**src/rtl/ni_packet_injector.sv**
```systemverilog
// Frames FIFO payload into header/size/payload flits toward a router local port.
// Define NI_PACKET_INJECTOR_STORE_FWD_EN to withhold the header until the payload is buffered.
module ni_packet_injector #(
  parameter int FLIT_WIDTH = 32,
  parameter int FIFO_DEPTH = 16
) (
  input  logic                        clock,
  input  logic                        reset,
  input  logic                        wr_en,
  input  logic [FLIT_WIDTH-1:0]       wr_data,
  output logic                        fifo_full,
  output logic [$clog2(FIFO_DEPTH):0] fifo_count,
  input  logic                        pkt_start,
  input  logic [15:0]                 pkt_target,
  input  logic [15:0]                 pkt_size,
  output logic                        busy,
  output logic                        pkt_done,
  output logic                        clock_tx,
  output logic                        tx,
  output logic [FLIT_WIDTH-1:0]       data_o,
  input  logic                        credit_i
);

  localparam int AW = $clog2(FIFO_DEPTH);
  localparam int CW = AW + 1;

`ifdef NI_PACKET_INJECTOR_STORE_FWD_EN
  typedef enum logic [2:0] {
    S_IDLE, S_WAIT, S_HEADER, S_SIZE, S_PAYLOAD
  } state_t;
`else
  typedef enum logic [1:0] {
    S_IDLE, S_HEADER, S_SIZE, S_PAYLOAD
  } state_t;
`endif

  state_t                r_state;
  state_t                w_next;
  logic [15:0]           r_target;
  logic [15:0]           r_size;
  logic [15:0]           r_remain;
  logic                  r_done;
  logic [FLIT_WIDTH-1:0] r_mem [FIFO_DEPTH];
  logic [AW-1:0]         r_wptr;
  logic [AW-1:0]         r_rptr;
  logic [CW-1:0]         r_count;

  logic                  w_full;
  logic                  w_push;
  logic                  w_pop;
  logic                  w_last;
  logic                  w_load;
  logic                  w_tx;
  logic [FLIT_WIDTH-1:0] w_data;

`ifdef NI_PACKET_INJECTOR_STORE_FWD_EN
  localparam logic [15:0] DEPTH16 = 16'(FIFO_DEPTH);
  logic [15:0] w_need;
  assign w_need = (r_size > DEPTH16) ? DEPTH16 : r_size;
`endif

  assign w_full = (r_count == CW'(FIFO_DEPTH));
  // a push is dropped whenever the FIFO is full, even alongside a pop
  assign w_push = wr_en && !w_full;

  always_comb begin
    w_next = r_state;
    w_tx   = 1'b0;
    w_data = '0;
    w_pop  = 1'b0;
    w_last = 1'b0;
    w_load = 1'b0;
    unique case (r_state)
      S_IDLE: begin
        if (pkt_start) begin
          w_load = 1'b1;
`ifdef NI_PACKET_INJECTOR_STORE_FWD_EN
          w_next = S_WAIT;
`else
          w_next = S_HEADER;
`endif
        end
      end
`ifdef NI_PACKET_INJECTOR_STORE_FWD_EN
      S_WAIT: begin
        if (16'(r_count) >= w_need) w_next = S_HEADER;
      end
`endif
      S_HEADER: begin
        w_tx   = 1'b1;
        w_data = FLIT_WIDTH'(r_target);
        if (credit_i) w_next = S_SIZE;
      end
      S_SIZE: begin
        w_tx   = 1'b1;
        w_data = FLIT_WIDTH'(r_size);
        if (credit_i) begin
          if (r_size == 16'd0) begin
            w_last = 1'b1;
            w_next = S_IDLE;
          end else begin
            w_next = S_PAYLOAD;
          end
        end
      end
      S_PAYLOAD: begin
        w_tx   = (r_count != '0);
        w_data = r_mem[r_rptr];
        if (w_tx && credit_i) begin
          w_pop = 1'b1;
          if (r_remain == 16'd1) begin
            w_last = 1'b1;
            w_next = S_IDLE;
          end
        end
      end
      default: w_next = S_IDLE;
    endcase
  end

  always_ff @(posedge clock or negedge reset) begin
    if (!reset) begin
      r_state  <= S_IDLE;
      r_target <= '0;
      r_size   <= '0;
      r_remain <= '0;
      r_done   <= 1'b0;
      r_wptr   <= '0;
      r_rptr   <= '0;
      r_count  <= '0;
    end else begin
      r_state <= w_next;
      r_done  <= w_last;
      if (w_load) begin
        r_target <= pkt_target;
        r_size   <= pkt_size;
        r_remain <= pkt_size;
      end else if (w_pop) begin
        r_remain <= r_remain - 16'd1;
      end
      if (w_push) r_wptr <= r_wptr + 1'b1;
      if (w_pop)  r_rptr <= r_rptr + 1'b1;
      unique case ({w_push, w_pop})
        2'b10:   r_count <= r_count + 1'b1;
        2'b01:   r_count <= r_count - 1'b1;
        default: r_count <= r_count;
      endcase
    end
  end

  always_ff @(posedge clock) begin
    if (w_push) r_mem[r_wptr] <= wr_data;
  end

  assign fifo_full  = w_full;
  assign fifo_count = r_count;
  assign busy       = (r_state != S_IDLE);
  assign pkt_done   = r_done;
  assign clock_tx   = clock;
  assign tx         = w_tx;
  assign data_o     = w_data;

endmodule

```
**config.mk**
```make
export PLATFORM = sky130hd
export DESIGN_NAME = ni_packet_injector
export DESIGN_NICKNAME = d
export VERILOG_FILES = /design/src/rtl/ni_packet_injector.sv
export SDC_FILE = /design/constraint.sdc
export NUM_CORES = 1
export LEC_CHECK = 0
export BUFFER_PORTS_ARGS = -buffer_cell sky130_fd_sc_hd__buf_2
export CAP_MARGIN = 20
export CORE_ASPECT_RATIO = 2
export CORE_UTILIZATION = 55
export CTS_BUF_LIST = sky130_fd_sc_hd__clkbuf_8
export DETAILED_ROUTE_END_ITERATION = 6
export GPL_ROUTABILITY_DRIVEN = 0
export PLACE_DENSITY = 0.76
export SLEW_MARGIN = 30
export SYNTH_ARGS = -nofsm -noshare
export SYNTH_HDL_FRONTEND = slang
export SYNTH_SLANG_ARGS = --single-unit
```
**constraint.sdc**
```tcl
create_clock -name clock -period 12.35 [get_ports clock]
set_clock_uncertainty 0.1 [all_clocks]
set_input_delay 2.47 -clock clock [delete_from_list [all_inputs] [get_ports clock]]
set_output_delay 2.47 -clock clock [all_outputs]
set_load 0.1 [all_outputs]
```
==> After elaboration in Yosys (flattened, before gate mapping) <==
Memory sizes are Yosys's and may differ from the RTL's.
Cells that the tools add are included.
{ "op_classes": {"n_eq_ne": 12, "mux": 23, "add_sub_neg": 5, "reduce_logical": 11} }
{ "ops": {"columns": ["cell", "count"], "rows": [
  ["32-bit one-hot mux with 3 select lines", 1],
  ["16-bit 2-to-1 mux", 2],
  ["16-bit by 1-bit equality test with 1-bit output (second input constant)", 1],
  ["16-bit logical NOT", 1],
  ["16-bit by 1-bit subtractor with 16-bit output (second input constant)", 1],
  ["2-bit 2-to-1 mux", 6],
  ["1-bit 2-to-1 mux", 10],
  ["2-bit != test (second input constant)", 5],
  ["5-bit one-hot mux with 2 select lines", 1],
  ["4-bit by 1-bit adder with 4-bit output (second input constant)", 2],
  ["2-bit one-hot mux with 4 select lines", 1],
  ["2-bit equality test (second input constant)", 3],
  ["2-bit nonzero test", 3],
  ["5-bit by 1-bit adder with 5-bit output (second input constant)", 1],
  ["5-bit equality test (second input constant)", 1],
  ["5-bit AND reduction", 1],
  ["5-bit nonzero test", 1],
  ["5-bit by 1-bit subtractor with 5-bit output (second input constant)", 1],
  ["2-bit by 1-bit equality test with 1-bit output (second input constant)", 2],
  ["1-bit one-hot mux with 2 select lines", 2],
  ["1-bit logical AND", 2],
  ["2-bit logical NOT", 1],
  ["2-bit OR reduction", 1],
  ["1-bit logical NOT", 1]
]} }
{ "totals": {"register_bits": 64, "memories": 1, "mem_bits_rw": 512, "wordCells": 60} }
{ "memory_table": {"columns": ["name", "depth", "word_bits", "rd", "rd_ports_with_merged_regs", "write_ports", "line_no", "source"], "rows": [
  ["r_mem", 16, 32, 1, 0, 1, "43", "logic [FLIT_WIDTH-1:0] r_mem [FIFO_DEPTH];"]
]} }

==> Logic depth before layout (Yosys ltp) <==
Gate-level depths: netlist (run 1).
{ "depth": {"depth_word": 6, "mapped_depth": 15} }

==> results of run 1 <==
==> synthesized netlist by cell type, types with 2 or more instances <==
| library cell | count | area (µm²) |
|---|---|---|
| mux4_2 | 114 | 2570 |
| nand4_1 | 4 | 25.0 |
| nor4_1 | 8 | 50.1 |
| mux2_2 | 8 | 90.1 |
| xnor2_1 | 16 | 140 |
| or4_4 | 3 | 33.8 |
| a32oi_1 | 7 | 61.3 |
| a31oi_1 | 2 | 12.5 |
| o211ai_1 | 23 | 173 |
| mux2i_1 | 62 | 621 |
| nor2b_1 | 2 | 12.5 |
| nand2b_1 | 4 | 25.0 |
| or3_1 | 2 | 12.5 |
| nand3_1 | 9 | 45.0 |
| nor4b_1 | 2 | 17.5 |
| buf_1 | 6 | 22.5 |
| edfxtp_1 | 512 | 15400 |
| a21oi_1 | 26 | 130 |
| and2_1 | 3 | 18.8 |
| buf_4 | 4 | 30.0 |
| o22ai_1 | 16 | 100 |
| o21ai_0 | 15 | 75.1 |
| nand2_1 | 142 | 533 |
| nor3_1 | 8 | 40.0 |
| o21ai_1 | 3 | 15.0 |
| buf_2 | 16 | 80.1 |
| ha_1 | 15 | 188 |
| inv_1 | 13 | 48.8 |
| dfrtp_1 | 64 | 1600 |
| clkbuf_1 | 41 | 154 |
| a21o_1 | 3 | 22.5 |
| a22oi_1 | 18 | 135 |
| or4b_1 | 2 | 20.0 |
| nor2_1 | 40 | 150 |
| xor2_1 | 11 | 96.3 |
==> where the power goes <==
group	internal [W]	total (W)	switching [W]	leakage, nW
Clock	0.000752	0.00147	0.000715	0.878
Sequential	0.00240	0.00260	0.000202	5.41
Combinational	0.000717	0.00223	0.00151	2.57
==> stage by stage <==
| step | total power [W] | util | setup WS, ns | instances |
|---|---|---|---|---|
| 6_report | 0.00629 | 0.627 | 3.10 | 1980 |
| 5_1_grt | 0.00656 | 0.627 | 3.09 | 1980 |
| 4_1_cts | 0.00635 | 0.627 | 3.09 | 1979 |
| 3_5_place_dp | 0.00491 | 0.589 | 3.34 | 1841 |
| 3_3_place_gp | 0.00486 | 0.588 | 3.34 | 1840 |
| 2_1_floorplan | 0.00436 | - | 3.39 | 1235 |
==> path summary, 6_finish.rpt <==
path,startpoint,endpoint,slack (ns),depth (start not counted)
max in group asynchronous,reset,r_rptr[0],9.68,2
hold / removal,r_target[9],r_target[9],0.39,2
min in group asynchronous,reset,fifo_count[0],1.82,2
setup / recovery,clock,clock_tx,3.10,3
setup reg to reg,fifo_count[2],r_mem[3][14],9.06,6
hold reg to reg,r_target[9],r_target[9],0.39,2
==> layer usage <==
layer  share of wire  vias to the layer above  track usage
met3           0.057                      109       0.0425
met5               0                        -            0
li1                -                     5214            -
met4           0.033                        0        0.111
met1            0.36                     6146        0.278
met2            0.55                      457        0.436
==> worst max-delay path: cells and delay by family <==
kind | cells | cell delay (ns)
buf+inv | 3 | 0.51
==> state kept, by name, summed over array words and instances (netlist names) <==
register / flops
r_rptr: 4
r_state: 2
r_target: 16
r_size: 16
r_wptr: 4
r_remain: 16
fifo_count: 5
r_mem: 512
pkt_done: 1
==> cell type report <==
| cell class | count | area [µm²] | share of cell area |
|---|---|---|---|
| antenna | 1 | 2.50 | 0.0000973 |
| clock buffer | 83 | 1130 | 0.0441 |
| clock inverter | 56 | 433 | 0.0168 |
| inverter | 14 | 52.6 | 0.00204 |
| multi-input combinational | 578 | 5650 | 0.220 |
| sequential | 576 | 17000 | 0.661 |
| tap | 535 | 669 | 0.0260 |
| timing repair buffer | 137 | 783 | 0.0305 |
==> logic make-up (layout without fill, tap and decap cells) <==
group | after synthesis | after routing | share of synthesized area
compound gates | 120 | 120 | 0.0354
xor+xnor | 27 | 27 | 0.0104
fa+ha+maj | 15 | 15 | 0.00822
buf+inv | 81 | 290 | 0.0148
flops | 576 | 576 | 0.743
mux | 184 | 184 | 0.144
other cells | 0 | 1 | 0
simple gates | 232 | 232 | 0.0443
==> impl_metrics.py, run 1 <==
metrics = {
    "setup_path": {
        "crit_type": "clock port to output pin",
        "endpoint_kind": "output pin",
        "crit_arrival_ns": 6.68,
        "crit_path_frequent_cell": "clkbuf_8",
        "crit_path_max_fanout": 2,
        "slowest_delay_ns": 0.28,
        "worstPathCellList": "clkbuf_8, clkbuf_8, buf_2",
        "critPathLaunchType": "clock port",
        "cp.required_ns": 9.78,
        "slowest_stage": "buf_2",
    },
    "global_routing": {
        "grt_pass1_vias": 12644,
        "grt_first_pass_wirelength_um": 74300,
        "gr-total-overflow": 0,
        "grt_max_degree": 74,
        "antenna_found_initial": 1,
        "track_usage": 0.241,
    },
    "timing": {
        "hold_viol": 0,
        "relSlewSlack": 0.334,
        "tightestPinTransition_ns": 0.994,
        "setup_violations": 0,
        "hold_slack_ns": 0.387,
        "finalSetupTns_ns": 0,
        "rsz0062_at_grt": "no",
        "slew_violations": 0,
    },
    "die": {
        "start_util": 0.557,
        "floorplan.die_area_mm2": 0.0424,
        "die_x_um": 146,
        "die_y_um": 290,
        "num_rows": 105,
        "pin_count": 111,
        "coreArea_mm2": 0.0410,
    },
    "layout": {
        "stdcell_area_mm2": 0.0257,
        "n_fill_cell": 2816,
        "fin_nets": 1470,
        "final_common_cell": "edfxtp_1",
        "drive_gt1_frac": 0.276,
        "area_growth_pct": 12.6,
        "layout_common_cells": "512 x edfxtp_1, 141 x nand2_1, 114 x mux4_2",
    },
    "detailed_routing": {
        "drt_iter0_markers": 1072,
        "wl_um": 49400,
        "vias": 11926,
        "drc": 0,
        "ant_nets": 0,
        "detail_route.vias_per_cell": 6.02,
        "drtPass1Iterations": 5,
        "wire_per_inst_um": 24.9,
    },
    "synth": {
        "avgSynthCellArea_um2": 18.5,
        "synth_edf_count": 512,
        "synth_ff_type": "edfxtp_1",
        "synthCells": 1235,
        "ys_types": 46,
        "syn_area_mm2": 0.0228,
        "ys_seq_area_frac": 0.743,
        "synth_async_sr_flop_share": 0.111,
        "synth_nets": 1319,
        "ys_warn_count": 0,
        "ys_ff_latch": 576,
    },
    "placement": {
        "dp_hpwl_um": 29100,
        "port_buffers": 110,
        "place_area_mm2": 0.0241,
    },
    "power_and_ir_drop": {
        "p_leak_nw": 8.86,
        "powerDensity_mw_per_mm2": 245,
        "ir_drop_mv": 0.192,
    },
    "clock_tree": {
        "cts_hold_buf": 0,
        "clkLatencyLatePin_ns": 0.74,
        "clkSlewWorstSetupHoldPaths_ns": 0.06,
        "ctsResizeCount": 0,
        "cts_tree": "yes",
        "cts_setup_buffers": 0,
    },
    "status": {
        "status": "completed",
    },
    "hold_path": {
        "hold_path_class": "flop to flop",
    },
    "flow_run": {
        "max_cap_violations": 0,
    },
}
(Power assumes the default switching activity.)
==> inputs of run 2 (changes only) <==
==> constraint.sdc (replaced) <==
create_clock -name clock -period 8.7 [get_ports clock]
set_clock_uncertainty 0.1 [all_clocks]
set_input_delay 1.74 -clock clock [delete_from_list [all_inputs] [get_ports clock]]
set_output_delay 1.74 -clock clock [all_outputs]
set_load 0.1 [all_outputs]
==> run 2 against run 1 <==
  * The flow now finishes with violations (DRC)
  * Global-route usage up 1.0 points
  * Combinational power grew 44%
  * First-iteration DRC count decreased by 2.3%
  * Core utilization about the same
  * Highest routed layer is now met5
  * Largest cell class unchanged
  * Sequential cell count is the same
  * Wire length is 4.1% higher
  * Final cell count is 0.20% higher
  * Register-to-register slack worse by 3.6 ns
  * Setup slack got worse by 1.1 ns
  * Clock power grew 46%
==> impl_metrics.py, run 2 (synthesis gave the netlist of run 1 again) <==
metrics = {
    "status": {
        "status": "finished, violations left",
        "failed_checks": "DRC",
    },
    "timing": {
        "relSlewSlack": 0.363,
        "rsz0062_at_grt": "no",
        "hold_slack_ns": 0.378,
        "setup_violations": 0,
        "tightestPinTransition_ns": 0.953,
        "finalSetupTns_ns": 0,
        "slew_violations": 0,
        "hold_viol": 0,
    },
    "layout": {
        "final_common_cell": "edfxtp_1",
        "largest_register_ffs": 512,
        "diodes": 0,
        "stdcell_count": 1984,
        "layout_common_cells": "512 x edfxtp_1, 142 x nand2_1, 114 x mux4_2",
        "seq_area_mm2": 0.0170,
        "stdcell_area_mm2": 0.0257,
        "multi_input_area_mm2": 0.00564,
        "n_fill_cell": 2906,
        "fin_nets": 1472,
        "drive_gt1_frac": 0.274,
        "area_growth_pct": 12.6,
        "largest_register": "r_mem",
    },
    "detailed_routing": {
        "wire_per_inst_um": 25.9,
        "detail_route.vias_per_cell": 6.09,
        "drt_iter0_markers": 1047,
        "ant_nets": 0,
        "met2_length_um": 28300,
        "vias": 12081,
        "drt-met1-wl_um": 18400,
        "drc": 8,
        "dr_wl_met3_um": 2850,
        "top_layer_used": "met5",
        "wl_um": 51400,
        "drtPass1Iterations": 7,
    },
    "global_routing": {
        "grt_pass1_vias": 12735,
        "antenna_found_initial": 1,
        "gr-total-overflow": 0,
        "grt_first_pass_wirelength_um": 77100,
        "track_usage": 0.251,
        "grt_max_degree": 75,
    },
    "setup_path": {
        "crit_path_frequent_cell": "clkbuf_8",
        "slowest_stage": "buf_2",
        "crit_type": "clock port to output pin",
        "critPathLaunchType": "clock port",
        "crit_path_max_fanout": 2,
        "cp.buffers_inverters": 3,
        "crit_cells": 3,
        "crit_family": "buffers and inverters",
        "reg2reg_depth": 11,
        "cp.required_ns": 6.86,
        "crit_arrival_ns": 4.86,
        "worstPathCellList": "clkbuf_8, clkbuf_8, buf_2",
        "slowest_delay_ns": 0.28,
        "r2r_setup_slack_ns": 5.45,
        "endpoint_kind": "output pin",
    },
    "clock_tree": {
        "clkLatencyLatePin_ns": 0.75,
        "cts_setup_buffers": 0,
        "cts_tree": "yes",
        "ctsResizeCount": 0,
        "cts_hold_buf": 0,
        "clkSlewWorstSetupHoldPaths_ns": 0.07,
    },
    "power_and_ir_drop": {
        "p_leak_nw": 8.84,
        "ir_drop_mv": 0.229,
        "powerDensity_mw_per_mm2": 351,
    },
    "die": {
        "coreArea_mm2": 0.0410,
        "floorplan.die_area_mm2": 0.0424,
        "die_y_um": 290,
        "die_x_um": 146,
        "pin_count": 111,
        "start_util": 0.557,
        "num_rows": 105,
    },
    "placement": {
        "place_area_mm2": 0.0241,
        "port_buffers": 110,
        "dp_hpwl_um": 29600,
        "placed_cells": 1841,
    },
    "hold_path": {
        "hold_path_class": "flop to flop",
        "min_path_cells": 2,
    },
    "flow_run": {
        "max_cap_violations": 0,
    },
}
[run 2: layout make-up]
cell class	count	share of cell area
sequential	576	0.661
tap	535	0.0260
multi-input combinational	578	0.219
timing repair buffer	137	0.0299
inverter	14	0.00204
clock buffer	82	0.0436
clock inverter	62	0.0186
[run 2: final timing paths]
check / start / to
min in group asynchronous: reset / fifo_count[3]
hold reg to reg: r_target[15] / r_target[15]
hold / removal: r_target[15] / r_target[15]
setup reg to reg: fifo_count[1] / fifo_count[4]
setup / recovery: clock / clock_tx
max in group asynchronous: reset / r_rptr[1]
[run 2: metrics by stage]
step                worst slack, ns   util  power (W)
global route                   2.00  0.627    0.00939
detailed placement             2.24  0.588    0.00701
global placement               2.24  0.588    0.00694
finish                         2.00  0.627    0.00902
CTS                            2.00  0.627    0.00909
floorplan                      2.30      -    0.00619
[run 2: worst min-delay path: cells and delay by family, from the launching register on]
| kind | cells | cell delay (ns) |
|---|---|---|
| flip-flops | 1 | 0.35 |
| AND/OR/NAND/NOR | 2 | 0.10 |
[run 2: per-layer routing]
metal	track usage	vias up
met5	0	-
met1	0.290	6249
met3	0.0429	126
met2	0.454	490
met4	0.115	2
li1	-	5214
[run 2: power breakdown]
group	internal, W	leakage, nW	switching, W	total, W
Clock	0.00109	0.868	0.00105	0.00214
Sequential	0.00340	5.41	0.000272	0.00368
Combinational	0.00101	2.56	0.00220	0.00321
Total	0.00550	8.84	0.00352	0.00902
